==> src/rtl/mastage_pkg.sv <==
// mastage_pkg: shared definitions for the memory-access (MA) stage.
//   - Pipeline bus widths (EX->MA, MA->WB, MA->ID scoreboard).
//   - Bit offsets of every field on the EX->MA bus.
//   - Load size encodings.
//   - The packed layout of the MA->WB bundle.
//   - Small helpers for sign/zero extension.
package mastage_pkg;

  localparam int EX2MA_W = 74;
  localparam int MA2WB_W = 70;
  localparam int TOID_W  = 6;

  // EX->MA bus field offsets (LSB of each field)
  localparam int OFF_PC       = 0;
  localparam int OFF_ALU      = 32;
  localparam int OFF_DEST     = 64;
  localparam int OFF_GR_WE    = 69;
  localparam int OFF_LD_SIZE  = 70;
  localparam int OFF_LD_SIGN  = 72;
  localparam int OFF_RES_MEM  = 73;

  // Load size encodings; 2'b11 is decoded as a word
  localparam logic [1:0] LD_B = 2'b00;
  localparam logic [1:0] LD_H = 2'b01;
  localparam logic [1:0] LD_W = 2'b10;

  typedef struct packed {
    logic        gr_we;
    logic [4:0]  dest;
    logic [31:0] final_result;
    logic [31:0] pc;
  } ma2wb_t;

  function automatic logic [31:0] ext8(input logic [7:0] v, input logic sgn);
    return {{24{sgn & v[7]}}, v};
  endfunction

  function automatic logic [31:0] ext16(input logic [15:0] v, input logic sgn);
    return {{16{sgn & v[15]}}, v};
  endfunction

endpackage

==> src/rtl/ma_load_align.sv <==
// ma_load_align: combinational load-data extraction.
//   raw        in  32  word returned by the data SRAM
//   a          in  2   low address bits of the access
//   ld_size    in  2   LD_B / LD_H / LD_W (11 behaves as word)
//   ld_sign    in  1   1 = sign-extend, 0 = zero-extend
//   load_data  out 32  aligned, extended load result
module ma_load_align
  import mastage_pkg::*;
(
  input  logic [31:0] raw,
  input  logic [1:0]  a,
  input  logic [1:0]  ld_size,
  input  logic        ld_sign,
  output logic [31:0] load_data
);

  logic [7:0]  w_byte [4];
  logic [15:0] w_half;

  // Byte lanes of the raw word, lane gi = raw[8gi+7:8gi]
  generate
    for (genvar gi = 0; gi < 4; gi++) begin : g_lane
      assign w_byte[gi] = raw[8*gi +: 8];
    end
  endgenerate

  // a[0] is irrelevant for halfwords: misaligned accesses never reach MA
  assign w_half = a[1] ? raw[31:16] : raw[15:0];

  always_comb begin
    load_data = raw;
    case (ld_size)
      LD_B:    load_data = ext8(w_byte[a], ld_sign);
      LD_H:    load_data = ext16(w_half, ld_sign);
      default: load_data = raw;
    endcase
  end

endmodule

==> src/rtl/mastage.sv <==
// mastage: memory-access stage between EX and WB.
//   clk, rst          pipeline clock, synchronous active-high reset
//   ex_validout  in   EX has an instruction to hand over
//   wb_allowin   in   WB can accept this cycle
//   ma_allowin   out  MA can accept from EX this cycle
//   ma_validout  out  MA holds a finished instruction for WB
//   ex_to_ma_bus in   74 b {res_from_mem, ld_sign, ld_size, gr_we, dest, alu_result, pc}
//   data_sram_rdata in 32 b SRAM data, valid only in the cycle after handoff
//   ma_to_wb_bus out  70 b {gr_we, dest, final_result, pc}
//   ma_to_id_bus out  6 b  {gr_we & valid, dest & valid} scoreboard entry
module mastage
  import mastage_pkg::*;
(
  input  logic               clk,
  input  logic               rst,
  input  logic               ex_validout,
  input  logic               wb_allowin,
  output logic               ma_allowin,
  output logic               ma_validout,
  input  logic [EX2MA_W-1:0] ex_to_ma_bus,
  input  logic [31:0]        data_sram_rdata,
  output logic [MA2WB_W-1:0] ma_to_wb_bus,
  output logic [TOID_W-1:0]  ma_to_id_bus
);

  logic               r_valid;
  logic               r_first;
  logic [31:0]        r_rdata_hold;
  logic [EX2MA_W-1:0] r_ex_to_ma_bus;

  logic               w_readygo;
  logic               w_accept;
  logic               w_res_from_mem;
  logic               w_ld_sign;
  logic [1:0]         w_ld_size;
  logic               w_gr_we;
  logic [4:0]         w_dest;
  logic [31:0]        w_alu_result;
  logic [31:0]        w_pc;
  logic [31:0]        w_raw;
  logic [31:0]        w_load_data;
  ma2wb_t             w_to_wb;

  // MA never needs more than one cycle
  assign w_readygo   = 1'b1;
  assign ma_allowin  = ~r_valid | (w_readygo & wb_allowin);
  assign ma_validout = r_valid & w_readygo;
  assign w_accept    = ex_validout & ma_allowin;

  always_ff @(posedge clk) begin
    if (rst) begin
      r_valid        <= 1'b0;
      r_first        <= 1'b0;
      r_rdata_hold   <= 32'd0;
      r_ex_to_ma_bus <= '0;
    end else begin
      if (ma_allowin) begin
        r_valid <= ex_validout;
      end
      if (w_accept) begin
        r_ex_to_ma_bus <= ex_to_ma_bus;
      end
      r_first <= w_accept;
      // SRAM data is only present in the first cycle; keep it for stalls
      if (r_valid & r_first) begin
        r_rdata_hold <= data_sram_rdata;
      end
    end
  end

  assign w_res_from_mem = r_ex_to_ma_bus[OFF_RES_MEM];
  assign w_ld_sign      = r_ex_to_ma_bus[OFF_LD_SIGN];
  assign w_ld_size      = r_ex_to_ma_bus[OFF_LD_SIZE +: 2];
  assign w_gr_we        = r_ex_to_ma_bus[OFF_GR_WE];
  assign w_dest         = r_ex_to_ma_bus[OFF_DEST +: 5];
  assign w_alu_result   = r_ex_to_ma_bus[OFF_ALU +: 32];
  assign w_pc           = r_ex_to_ma_bus[OFF_PC +: 32];

  assign w_raw = r_first ? data_sram_rdata : r_rdata_hold;

  ma_load_align u_align (
    .raw       (w_raw),
    .a         (w_alu_result[1:0]),
    .ld_size   (w_ld_size),
    .ld_sign   (w_ld_sign),
    .load_data (w_load_data)
  );

  // gr_we goes to WB ungated; WB qualifies it with its own valid
  assign w_to_wb.gr_we        = w_gr_we;
  assign w_to_wb.dest         = w_dest;
  assign w_to_wb.final_result = w_res_from_mem ? w_load_data : w_alu_result;
  assign w_to_wb.pc           = w_pc;
  assign ma_to_wb_bus         = w_to_wb;

  assign ma_to_id_bus = {w_gr_we & r_valid, w_dest & {5{r_valid}}};

endmodule

==> config.mk <==
export PLATFORM = sky130hd
export DESIGN_NAME = mastage
export DESIGN_NICKNAME = d
export VERILOG_FILES = /design/src/rtl/mastage_pkg.sv /design/src/rtl/ma_load_align.sv /design/src/rtl/mastage.sv
export SDC_FILE = /design/constraint.sdc
export NUM_CORES = 1
export LEC_CHECK = 0
export BUFFER_PORTS_ARGS = -buffer_cell sky130_fd_sc_hd__buf_2
export CORE_ASPECT_RATIO = 0.8
export CORE_MARGIN = 2
export CORE_UTILIZATION = 50
export DETAILED_ROUTE_END_ITERATION = 8
export PLACE_DENSITY = 0.83
export SLEW_MARGIN = 30
export SYNTH_ARGS = -nofsm -noshare
export SYNTH_HDL_FRONTEND = slang
export SYNTH_HIERARCHICAL = 1
export SYNTH_SLANG_ARGS = --single-unit
==> constraint.sdc <==
create_clock -name clk -period 3.38 [get_ports clk]
set_clock_uncertainty 0.15 [all_clocks]
set_input_delay 0.169 -clock clk [delete_from_list [all_inputs] [get_ports clk]]
set_output_delay 0.169 -clock clk [all_outputs]
set_load 0.005 [all_outputs]
# --- Yosys cells after proc, flatten, opt, wreduce, memory -nomap -nowiden ---
# Cells that the tools add are included.
classes:
  magnitude_cmp: 1
  n_eq_ne: 1
  muxes: 7
  bitwise: 9
  reduce_logical: 1
op_table:
  columns: ["cell", "count"]
  rows:
  - ["32-bit two-way mux", 2]
  - ["32-bit case mux with 2 select lines", 1]
  - ["8-bit binary-select mux with 2-bit select", 1]
  - ["16-bit two-way mux", 1]
  - ["8-bit two-way mux", 2]
  - ["1-bit AND", 5]
  - ["5-bit AND", 1]
  - ["3-bit greater-or-equal comparator, second input constant", 1]
  - ["2-bit NOT with 3-bit output", 1]
  - ["2-bit by 1-bit equality test with 1-bit output, second input constant", 1]
  - ["2-bit logical NOT", 1]
  - ["1-bit NOT", 1]
  - ["1-bit OR", 1]
totals:
  reg_bits: 108
  inputBits: 110
  out_inout_bits: 78
  word_cells: 23

# --- Longest topological paths before layout ---
logic_depth:
  depth_word: 7
  mapped_depth: 8

# --- By module ---
# Netlist, hierarchy kept.
modules_own_cells:
  columns: ["module", "n_inst", "cells_each", "area_each_um2", "seq_area_each_um2"]
  rows:
  - ["mastage", 1, 602, 5455.2, 2162.1]
  - ["ma_load_align", 1, 93, 706.9, 0.0]

# --- Worst setup path after synthesis ---
# No wires, ideal clock.
synth_path:
  path_type: "register -> output"
  from: "register r_first"
  to: "output port ma_to_wb_bus[40]"
  arrival_time_ps: 2142
  required_ps: 3061
  path_slack_ps: 919
  path_stages_with_launch: 8
  path_buffers: 2
  path_cell_list: "dfxtp_1 buf_2 buf_2 mux2_2 mux4_2 nor3b_4 a221o_1 mux2_2"
synth_between:
  elab_chain_len: 7
  word_cells_on_any_way: 8
  cone_classes: "mux (7); bitwise (1)"
synth_lines:
  columns: ["element", "line_no", "text"]
  rows:
  - ["start, declared", "mastage.sv:27", "logic r_first;"]
  - ["start signal, assigned", "mastage.sv:63", "r_first <= w_accept;"]
  - ["32-bit two-way mux", "mastage.sv:79", "assign w_raw = r_first ? data_sram_rdata : r_rdata_hold;"]
  - ["named net w_raw[15]", "mastage.sv:40", "logic [31:0] w_raw;"]
  - ["8-bit binary-select mux with 2-bit select", "ma_load_align.sv:33", "LD_B: load_data = ext8(w_byte[a], ld_sign);"]
  - ["8-bit two-way mux (implied by the code) (2 in series)", "ma_load_align.sv:33", null]
  - ["1-bit AND", "mastage_pkg.sv:35", "return {{24{sgn & v[7]}}, v};"]
  - ["32-bit case mux with 2 select lines", "ma_load_align.sv:32", "case (ld_size)"]
  - ["named net w_load_data[8]", "mastage.sv:41", "logic [31:0] w_load_data;"]
  - ["32-bit two-way mux", "mastage.sv:92", "assign w_to_wb.final_result = w_res_from_mem ? w_load_data : w_alu_result;"]
  - ["end, declared", "mastage.sv:22", "output logic [MA2WB_W-1:0] ma_to_wb_bus,"]
# The timed path passes the listed nets, and every way through them passes these cells. The select of a mux whose other input is x is not followed.

# --- Worst setup path in the final report ---
layout_path:
  from: "register r_first"
  to: "output port ma_to_wb_bus[47]"
layout_between:
  elab_chain_len: 7
  word_cells_on_any_way: 8
  cone_classes: "mux (7); bitwise (1)"
layout_lines:
  columns: ["element", "line_no"]
  rows:
  - ["32-bit two-way mux *", "mastage.sv:79"]
  - ["named net w_raw[31]", "mastage.sv:40"]
  - ["8-bit binary-select mux with 2-bit select", "ma_load_align.sv:33"]
  - ["8-bit two-way mux (implied by the code) (2 in series)", "ma_load_align.sv:33"]
  - ["1-bit AND", "mastage_pkg.sv:35"]
  - ["32-bit case mux with 2 select lines *", "ma_load_align.sv:32"]
  - ["named net w_load_data[15]", "mastage.sv:41"]
  - ["32-bit two-way mux *", "mastage.sv:92"]
# Mark *: on every way through the listed nets, which the timed path passes. The rest lies on a longest branch. The select of a mux whose other input is x is not followed.

==> run_results.csv <==
group,metric,value,unit
detailed_routing,drc,0,
logic_synthesis,synth_edf_count,0,
min_path,hold_class,"in -> reg",
floorplanning,fp-row-count,36,
timing,fin_crit_sh,86.11,%
layout,seq_area,2162,µm²
setup_path,cp_slowest_cell,"mux4_2",
logic_synthesis,synth_nets,805,
clock_tree,cts_tree,"built",
pwr,ir_drop,268.7,µV
global_routing,antenna_found_initial,0,
clock_tree,clock_latency,350,ps
logic_synthesis,yosysWarnings,6,
clock_tree,htreeDepth,3,
layout,drive_above_1_share,41.87,%
setup_path,cp-end-kind,"output port",
logic_synthesis,synth_top_area_cell,"dfxtp_1",
floorplanning,die_x,128.1,µm
detailed_routing,num_vias,5795,
logic_synthesis,synth.most_common_cell,"dfxtp_1",
global_routing,grt_pass1_vias,5447,
setup_path,reg2reg_slack,1360,ps
floorplanning,die_area,13230,µm²
detailed_routing,ant_nets,0,
setup_path,critPathArrivalTime,2590,ps
detailed_routing,vias_per_cell,5.457,
logic_synthesis,netlist.area_leader.share,35.09,%
setup_path,cp_cell_sequence,"mux2_2, mux4_2, nor3b_4, a221o_1, mux2_2, buf_2",
detailed_routing,wl_per_cell,17.42,µm
logic_synthesis,synth_ff_type,"dfxtp_1",
detailed_routing,routed_wl,18500,µm
placement,numPortBuffers,187,
global_routing,grt_first_pass_wirelength,27810,µm
placement,post-dp-hpwl,11450,µm
clock_tree,cts_resized,0,
layout,layout.nets,1015,
setup_path,path_max_fanout,8,
logic_synthesis,synth_commonest_cells,"dfxtp_1 (108), a21oi_1 (94), nand2_1 (90)",
run_status,status,"completed",
timing,maxSlewHeadroom,45.94,%
timing,period_needed,2911,ps
global_routing,gr-total-overflow,0,
logic_synthesis,synthesis.area,6162,µm²
floorplanning,pin_count,188,
placement,gp_congestion,0.9461,
setup_path,cp_slowest_stage_delay,470,ps
pwr,pwr_density_cell,389.0,nW/µm²
setup_path,path_class,"reg -> out",
layout,nFillCells,969,
timing,drv_slew,0,
floorplanning,die_h,103.3,µm
timing,worst_pin_slew,810.8,ps
clock_tree,clk_path_buf_depth,2,
timing,grt_setup_unrepaired,"false",
setup_path,worstPathRequired,3060,ps
global_routing,grt_max_degree,85,
detailed_routing,first_pass_iters,5,
timing,setup_viol,0,
logic_synthesis,synth.avg_cell_area,8.866,µm²
pwr,p_leak,3.509,nW
timing,clock.fmax,343.6,MHz
logic_synthesis,async_flop_share,0,%
global_routing,track_usage,26.89,%
logic_synthesis,synth.area.top_cells,"dfxtp_1 (35%), mux2_2 (12%), a21bo_2 (9.9%)",
timing,hold_viol,0,
setup_path,cpMostUsedCell,"mux2_2",
timing,fin_tns_setup,0,ps
logic_synthesis,synth-seq-area-share,35.09,%
logic_synthesis,synth_cells,695,
floorplanning,core,12120,µm²
logic_synthesis,ys_types,30,
floorplanning,start_util,50.86,%
flow_run,cap_violations,0,
pwr,power,0.003180,W
clock_tree,cts_root_buf,"clkbuf_16",
clock_tree,clkTransAtPathRegs,70,ps
clock_tree,cts.sinks,108,
logic_synthesis,synth_seq_cells,108,
detailed_routing,drtIter0Drc,403,
clock_tree,cts-buffers-inserted,9,
layout,multi_input_area,3367,µm²
layout,area_growth_syn_to_layout,32.69,%
setup_path,start_kind,"register",
layout,diodes,0,
cell usage in the layout (no fill, tap or decap):
cell type / netlist / routed
a21bo_2: 61 / 61
dlygate4sd3_1: 0 / 106
buf_4: 39 / 15
nand2b_4: 0 / 1
o21ai_2: 10 / 10
a22o_1: 8 / 8
nand2_1: 90 / 89
and2_1: 7 / 7
nand2b_1: 3 / 2
inv_2: 1 / 1
buf_12: 0 / 1
o221a_2: 8 / 8
clkbuf_8: 0 / 1
a221o_1: 8 / 8
bufinv_16: 0 / 2
nor2b_1: 1 / 1
inv_1: 1 / 1
inv_6: 0 / 3
mux4_2: 1 / 1
clkinv_2: 0 / 1
nor3b_4: 1 / 1
clkbuf_16: 0 / 9
nor2_1: 2 / 2
a21bo_1: 13 / 13
o21ai_0: 6 / 6
dfxtp_1: 108 / 108
nand3_1: 74 / 74
mux2i_1: 9 / 9
mux2_4: 1 / 1
a21oi_1: 94 / 94
nand2_2: 1 / 2
buf_2: 31 / 185
mux2_2: 64 / 64
nor3b_1: 1 / 1
a21oi_2: 14 / 14
critical path, delay by kind of cell, from the launching register on:
kind | cells | cell delay [ps]
AOI/OAI and AO/OA | 1 | 310
buffers and inverters | 1 | 130
DFF | 1 | 460
muxes | 3 | 1160
and+or+nand+nor | 1 | 190
layout make-up:
cell class | instances | area share, %
Sequential cell | 108 | 26.44
Timing Repair Buffer | 307 | 25.92
Tap cell | 152 | 2.326
Multi-Input combinational cell | 477 | 41.18
Clock buffer | 10 | 2.923
Inverter | 2 | 0.09181
Clock inverter | 6 | 1.117
power by group:
| part | total, W | internal [W] | switching [W] |
|---|---|---|---|
| clock | 0.00117 | 0.000677 | 0.000497 |
| sequential | 0.00137 | 0.00133 | 0.0000397 |
| combinational | 0.000633 | 0.000337 | 0.000296 |
| total | 0.00318 | 0.00235 | 0.000833 |
metal layers:
metal / GRT usage (%) / wire, µm / up-vias / part of all wire [%]
met3: 6.584 / 1386 / 26 / 7.5
met5: 0 / 0 / - / 0
li1: - / - / 2835 / -
met2: 46.65 / 8987 / 229 / 49
met1: 33.93 / 7835 / 2705 / 42
met4: 7.185 / 294 / 0 / 1.6
worst paths after layout:
path | cells past startpoint | to | startpoint
setup / recovery | 6 | ma_to_wb_bus[47] | r_first
hold / removal | 3 | r_ex_to_ma_bus[25] | ex_validout
setup reg to reg | 4 | r_ex_to_ma_bus[66] | ma_validout
hold reg to reg | 2 | r_rdata_hold[4] | r_rdata_hold[4]
registers in the layout (all words and copies together) (netlist names):
signal	cells
r_ex_to_ma_bus	74
r_first	1
ma_validout	1
r_rdata_hold	32
metrics by stage:
stage	worst slack [ps]	util [%]	hold slack, ps	instance area, µm²	instances
after floorplan	919.1	-	155.0	6162	695
after global placement	892.1	55.98	270.2	6783	940
after detailed placement	875.6	56.00	276.8	6785	940
after CTS	484.6	67.48	237.0	8177	1062
after global routing	423.4	67.48	272.1	8177	1062
final	469.3	67.48	253.7	8177	1062
logic make-up (layout without fill, tap and decap cells):
| kind of cell | Yosys count | in the layout | share of synthesized area (%) |
|---|---|---|---|
| AND/OR/NAND/NOR | 180 | 180 | 13.26 |
| multiplexers | 75 | 75 | 13.77 |
| AO/OA/AOI/OAI | 222 | 222 | 27.45 |
| buffers and inverters | 110 | 325 | 10.44 |
| flip-flops | 108 | 108 | 35.09 |
repair_timing:
action	in CTS	in global routing
endpoints found under the hold margin	106	0
hold buffers	106	0
buffers inserted	0	0
Note: power is estimated with default switching activity, not from simulation.
